===== config.mk =====
export PLATFORM = sky130hd
export DESIGN_NAME = cachebusarb
export DESIGN_NICKNAME = d
export VERILOG_FILES = /design/src/rtl/cachebusarb_pkg.sv /design/src/rtl/cachebusarb_beatcounter.sv /design/src/rtl/cachebusarb.sv
export SDC_FILE = /design/constraint.sdc
export NUM_CORES = 1
export LEC_CHECK = 0
export BUFFER_PORTS_ARGS = -buffer_cell sky130_fd_sc_hd__buf_2
export CAP_MARGIN = 20
export CORE_ASPECT_RATIO = 1.5
export CORE_MARGIN = 1
export CORE_UTILIZATION = 32
export CTS_BUF_LIST = sky130_fd_sc_hd__clkbuf_4 sky130_fd_sc_hd__clkbuf_8
export DETAILED_ROUTE_END_ITERATION = 12
export HOLD_SLACK_MARGIN = 0.12
export PLACE_DENSITY = 0.79
export SLEW_MARGIN = 20
export SYNTH_ARGS = -nofsm -noshare
export SYNTH_HDL_FRONTEND = slang
export SYNTH_HIERARCHICAL = 1
export SYNTH_SLANG_ARGS = --single-unit
export TNS_END_PERCENT = 20

===== constraint.sdc =====
create_clock -name clk -period 2.1 [get_ports clk]
set_clock_uncertainty 0.05 [all_clocks]
set_input_delay 0.105 -clock clk [delete_from_list [all_inputs] [get_ports clk]]
set_output_delay 0.105 -clock clk [all_outputs]
set_load 0.1 [all_outputs]

===== src/rtl/cachebusarb_pkg.sv =====
// Shared types for the cache bus arbiter and the bus FSMs that reuse its beat counter.
package cachebusarb_pkg;

   typedef enum logic [1:0] {
      IDLE    = 2'b00,
      GRANT_I = 2'b01,
      GRANT_D = 2'b10
   } arbstate_t;

   function automatic logic rw_active(input logic [1:0] rw);
      return |rw;
   endfunction

endpackage


===== src/rtl/cachebusarb_beatcounter.sv =====
// Beat counter for line bursts: clear has priority over enable, tc flags the last beat.
module beatcounter #(
   parameter int LOGBWPL = 3
) (
   input  logic               clk,
   input  logic               reset,
   input  logic               clear,
   input  logic               en,
   output logic [LOGBWPL-1:0] count,
   output logic               tc
);

   logic [LOGBWPL-1:0] count_q, count_d;

   always_comb begin
      count_d = count_q;
      if (clear)   count_d = '0;
      else if (en) count_d = count_q + 1'b1;
   end

   always_ff @(posedge clk) begin
      if (reset) count_q <= '0;
      else       count_q <= count_d;
   end

   assign count = count_q;
   assign tc    = &count_q;

endmodule


===== src/rtl/cachebusarb.sv =====
// Round-robin arbiter and line-burst sequencer sharing one bus engine between I$ and D$.
module cachebusarb
   import cachebusarb_pkg::*;
#(
   parameter int PA_BITS = 34,
   parameter int AHBW    = 64,
   parameter int LINELEN = 512,
   parameter int LOGBWPL = 3
) (
   input  logic               clk,
   input  logic               reset,
   input  logic [1:0]         ICacheBusRW,
   input  logic [PA_BITS-1:0] ICacheBusAdr,
   input  logic [1:0]         DCacheBusRW,
   input  logic [PA_BITS-1:0] DCacheBusAdr,
   input  logic               BusReady,
   output logic               BusReq,
   output logic               BusWrite,
   output logic [PA_BITS-1:0] BusAdr,
   output logic [LOGBWPL-1:0] BeatCount,
   output logic               ICacheBusAck,
   output logic               DCacheBusAck,
   output logic               IBeatValid,
   output logic               DBeatValid,
   output logic               BusCommitted
);

   localparam int OFS = $clog2(AHBW / 8);

   arbstate_t          state_q, state_d;
   logic               op_write_q, op_write_d;
   logic               last_d_q, last_d_d;
   logic               committed_q, committed_d;
   logic               gnt_i, gnt_d, granted;
   logic [1:0]         gnt_rw;
   logic [PA_BITS-1:0] gnt_adr;
   logic               abort, done, beat_en, beat_tc;
   logic [LOGBWPL-1:0] beat;
   logic               unused_ok;

   // Selection is driven only by the registered grant; IDLE falls through to the I$ leg.
   always_comb begin
      gnt_i   = (state_q == GRANT_I);
      gnt_d   = (state_q == GRANT_D);
      granted = gnt_i | gnt_d;
      gnt_rw  = gnt_d ? DCacheBusRW  : ICacheBusRW;
      gnt_adr = gnt_d ? DCacheBusAdr : ICacheBusAdr;
      abort   = granted & ~rw_active(gnt_rw) & ~committed_q;
      beat_en = granted & BusReady & ~abort;
      done    = beat_en & beat_tc;
   end

   beatcounter #(.LOGBWPL(LOGBWPL)) u_beatcounter (
      .clk   (clk),
      .reset (reset),
      .clear (done),
      .en    (beat_en),
      .count (beat),
      .tc    (beat_tc)
   );

   always_comb begin
      state_d     = state_q;
      op_write_d  = op_write_q;
      last_d_d    = last_d_q;
      committed_d = committed_q;
      case (state_q)
         IDLE: begin
            committed_d = 1'b0;
            // On a tie the requester not served last wins; writeback beats fetch within a request.
            if (rw_active(DCacheBusRW) && (!rw_active(ICacheBusRW) || !last_d_q)) begin
               state_d    = GRANT_D;
               op_write_d = DCacheBusRW[0];
            end else if (rw_active(ICacheBusRW)) begin
               state_d    = GRANT_I;
               op_write_d = ICacheBusRW[0];
            end
         end
         default: begin
            if (abort) begin
               state_d     = IDLE;
               committed_d = 1'b0;
            end else if (done) begin
               state_d     = IDLE;
               last_d_d    = gnt_d;
               committed_d = 1'b0;
            end else if (BusReady) begin
               committed_d = 1'b1;
            end
         end
      endcase
   end

   always_ff @(posedge clk) begin
      if (reset) begin
         state_q     <= IDLE;
         op_write_q  <= 1'b0;
         last_d_q    <= 1'b0;
         committed_q <= 1'b0;
      end else begin
         state_q     <= state_d;
         op_write_q  <= op_write_d;
         last_d_q    <= last_d_d;
         committed_q <= committed_d;
      end
   end

   assign BusReq       = granted;
   assign BusWrite     = granted & op_write_q;
   assign BusAdr       = {gnt_adr[PA_BITS-1:LOGBWPL+OFS], beat, {OFS{1'b0}}};
   assign BeatCount    = beat;
   assign ICacheBusAck = gnt_i & done;
   assign DCacheBusAck = gnt_d & done;
   assign IBeatValid   = BusReady & gnt_i & ~op_write_q;
   assign DBeatValid   = BusReady & gnt_d;
   assign BusCommitted = committed_q;

   assign unused_ok = ^{gnt_adr[LOGBWPL+OFS-1:0], ((LINELEN / AHBW) == (2 ** LOGBWPL))};

endmodule


==> metrics.txt <==
HP Class in -> reg; Yosys Warn Count 6; # rows 23; required time worst endpoint between 1500 and 2000 ps; top cells by area, synth mux2_2 (35%), dfxtp_1 (18%), ha_1 (6.9%), buf_4 (5.0%), mux2i_1 (3.3%); top cell type's share of synthesized area 0.3490; fill cell count roughly 190; Die Y-Extent between 60 and 70 um; sequential area share after synthesis 0.1773; Worst VDD drop between 0.0006 and 0.0007 V; Leakage roughly 0.98 nW; Top delay family on crit path simple AND/OR/NAND/NOR gates; detailed-route via count 1146; Fmax achieved between 400 and 500 MHz; commonest non-fill, non-tap cell in the layout buf_2; total CTS buffers 3; most frequent cells in the layout buf_2 (72), buf_12 (31), mux2_2 (28); GP Congestion 0.7270; root buf cell clkbuf_8; Power Density roughly 880 mW/mm^2; number of synthesized flops with an enable pin 0; 1st-pass router iterations 4; clk buf depth 2; GRT Residual Overflow 0; clock slew at reported path FFs around 40 ps; clock latency on the worst-skew pair 240 ps; die extent in x approximately 45 um; Worst path max stage delay between 300 and 400 ps; CP endpoint kind output port; critical path type reg -> out; final routed DRC violation total 0; outcome finished clean; Slew Viols, Final 0; wire length of the first global-routing pass between 4000 and 5000 um; fin crit period about 2000 ps; Detail Placement HPWL around 2900 um; R2R setup slack about 260 ps; Final setup viols 0; share of post-route cells with drive strength above 1 0.7350; final setup TNS 0 ps; H-tree depth 1; unrepaired setup endpoints after global routing no; syn avg cell area approximately 9.3 sq um; async set or reset register ratio after synthesis 0; antenna violations before repair 0; 1st-iter DRT viols 20; Buf/Inv on CP 2; Sink Count 8; Synth area leader mux2_2; Vias/cell approximately 4.8; critical path cell sequence inv_1, ha_1, nor3b_1, o211a_1, nor2_2, and2_2, buf_12; DR WL/cell approximately 14 um; final hold vios 0; Port Buffers just over 100; WL final between 3000 and 4000 um; Max FO, Critical Path 5; main flop type after synthesis dfxtp_1; arrival time worst endpoint ~1900 ps; period utilization 0.9614; area grow syn2layout 117.5%; FF+latch count, synth 8; Unique masters post-synth 31; diode count 0; core area ~0.0027 sq mm; slowest cell on the critical path dfxtp_1; gr usage total 0.2138; Startpoint Class flop; Routed Antenna Nets 0; postcts setup bufs 0; Syn Inst Count 97; Sequential cell area roughly 160 sq um; CTS tree built; multi-input logic area a little under 700 sq um; vias in the first global route between 1000 and 1500; full die area roughly 0.003 sq mm; synthesized cell area 903.4 sq um; Max-Cap Viols 0; WHS 166.4 ps; pin count of the biggest net entering global routing 22; I/O pin cnt about 120; Starting Density 0.3375; nets 282
-- cell usage after synthesis, drive strengths merged, types with 3 or more instances --
cell,n
inv,5
o21ai,4
buf,8
nor2,5
nor3,5
nand2b,3
dfxtp,8
and2,4
ha,5
mux2,28
mux2i,3
nand2,3
-- registers in the layout (all words and copies together) (netlist names) --
name	flops
u_beatcounter/count	3
BusCommitted	1
op_write_q	1
last_d_q	1
state_q	2
-- area by class of cell --
| type | count | area share |
|---|---|---|
| inverter | 5 | 0.009554 |
| clock buffer | 3 | 0.02102 |
| sequential | 8 | 0.08344 |
| multi-input combinational | 77 | 0.3465 |
| tap | 37 | 0.02357 |
| timing repair buffer | 107 | 0.5159 |
-- worst register-to-register path, stage by stage (launching register included) --
cell and delay, ps:
dfxtp_1 340, inv_1 80, ha_1 240, nor3b_1 150, o211a_1 290, nor2_1 300, mux2i_1 220, nor3_1 50
-- layer usage --
layer,vias up,GRT usage,wire length (um)
met4,0,0.09091,46
li1,545,-,-
met2,75,0.4214,1815
met1,521,0.1889,1116
met3,5,0.05420,376
met5,-,0,0
-- kinds of logic (layout without fill, tap and decap cells) --
| logic type | after synthesis | count (layout) | synth area share |
|---|---|---|---|
| DFF | 8 | 8 | 0.1773 |
| muxes | 31 | 31 | 0.3823 |
| other | 1 | 3 | 0.004151 |
| and+or+nand+nor | 25 | 25 | 0.1537 |
| buffers and inverters | 14 | 115 | 0.08587 |
| xor gates and xnor gates | 1 | 1 | 0.009697 |
| adders and majority gates | 5 | 5 | 0.06925 |
| AOI/OAI and AO/OA | 12 | 12 | 0.1177 |
-- worst paths after layout --
check / start / to / cells after the start
worst max-delay path: state_q[0]$_SDFFE_PP0P_ / DCacheBusAck / 7
worst min-delay path: BusReady / BusCommitted$_SDFFE_PP0P_ / 3
worst max register to register: state_q[0]$_SDFFE_PP0P_ / u_beatcounter/count[1]$_SDFFE_PP0P_ / 7
worst min register to register: op_write_q$_SDFFE_PP0P_ / op_write_q$_SDFFE_PP0P_ / 2
-- metrics by stage --
step | worst slack (ps) | instances | total power, W | cell area [sq um] | util
finish | 81.08 | 237 | 0.001719 | 1964 | 0.7340
global placement | 326.8 | 233 | 0.001511 | 1911 | 0.7139
floorplan | -106.2 | 99 | 0.001089 | 919.6 | -
CTS | 31.57 | 237 | 0.001725 | 1962 | 0.7331
global route | 8.199 | 237 | 0.001768 | 1964 | 0.7340
detailed placement | 292.2 | 233 | 0.001528 | 1911 | 0.7139
-- report_power, final --
part	internal [W]	switching, W	total [W]	leakage [nW]
combinational	0.000458	0.000890	0.00135	0.887
sequential	0.000167	0.00000920	0.000176	0.0669
clock	0.000125	0.0000699	0.000195	0.0216
total	0.000750	0.000969	0.00172	0.975
-- repair_timing --
item / 4_1_cts / 5_1_grt
hold endpoints to repair: 3 / 0
hold buffers: 1 / 0
gates resized for setup: 0 / 1
setup endpoints to repair: 0 / 2
Power figures use the tool's default switching activity.
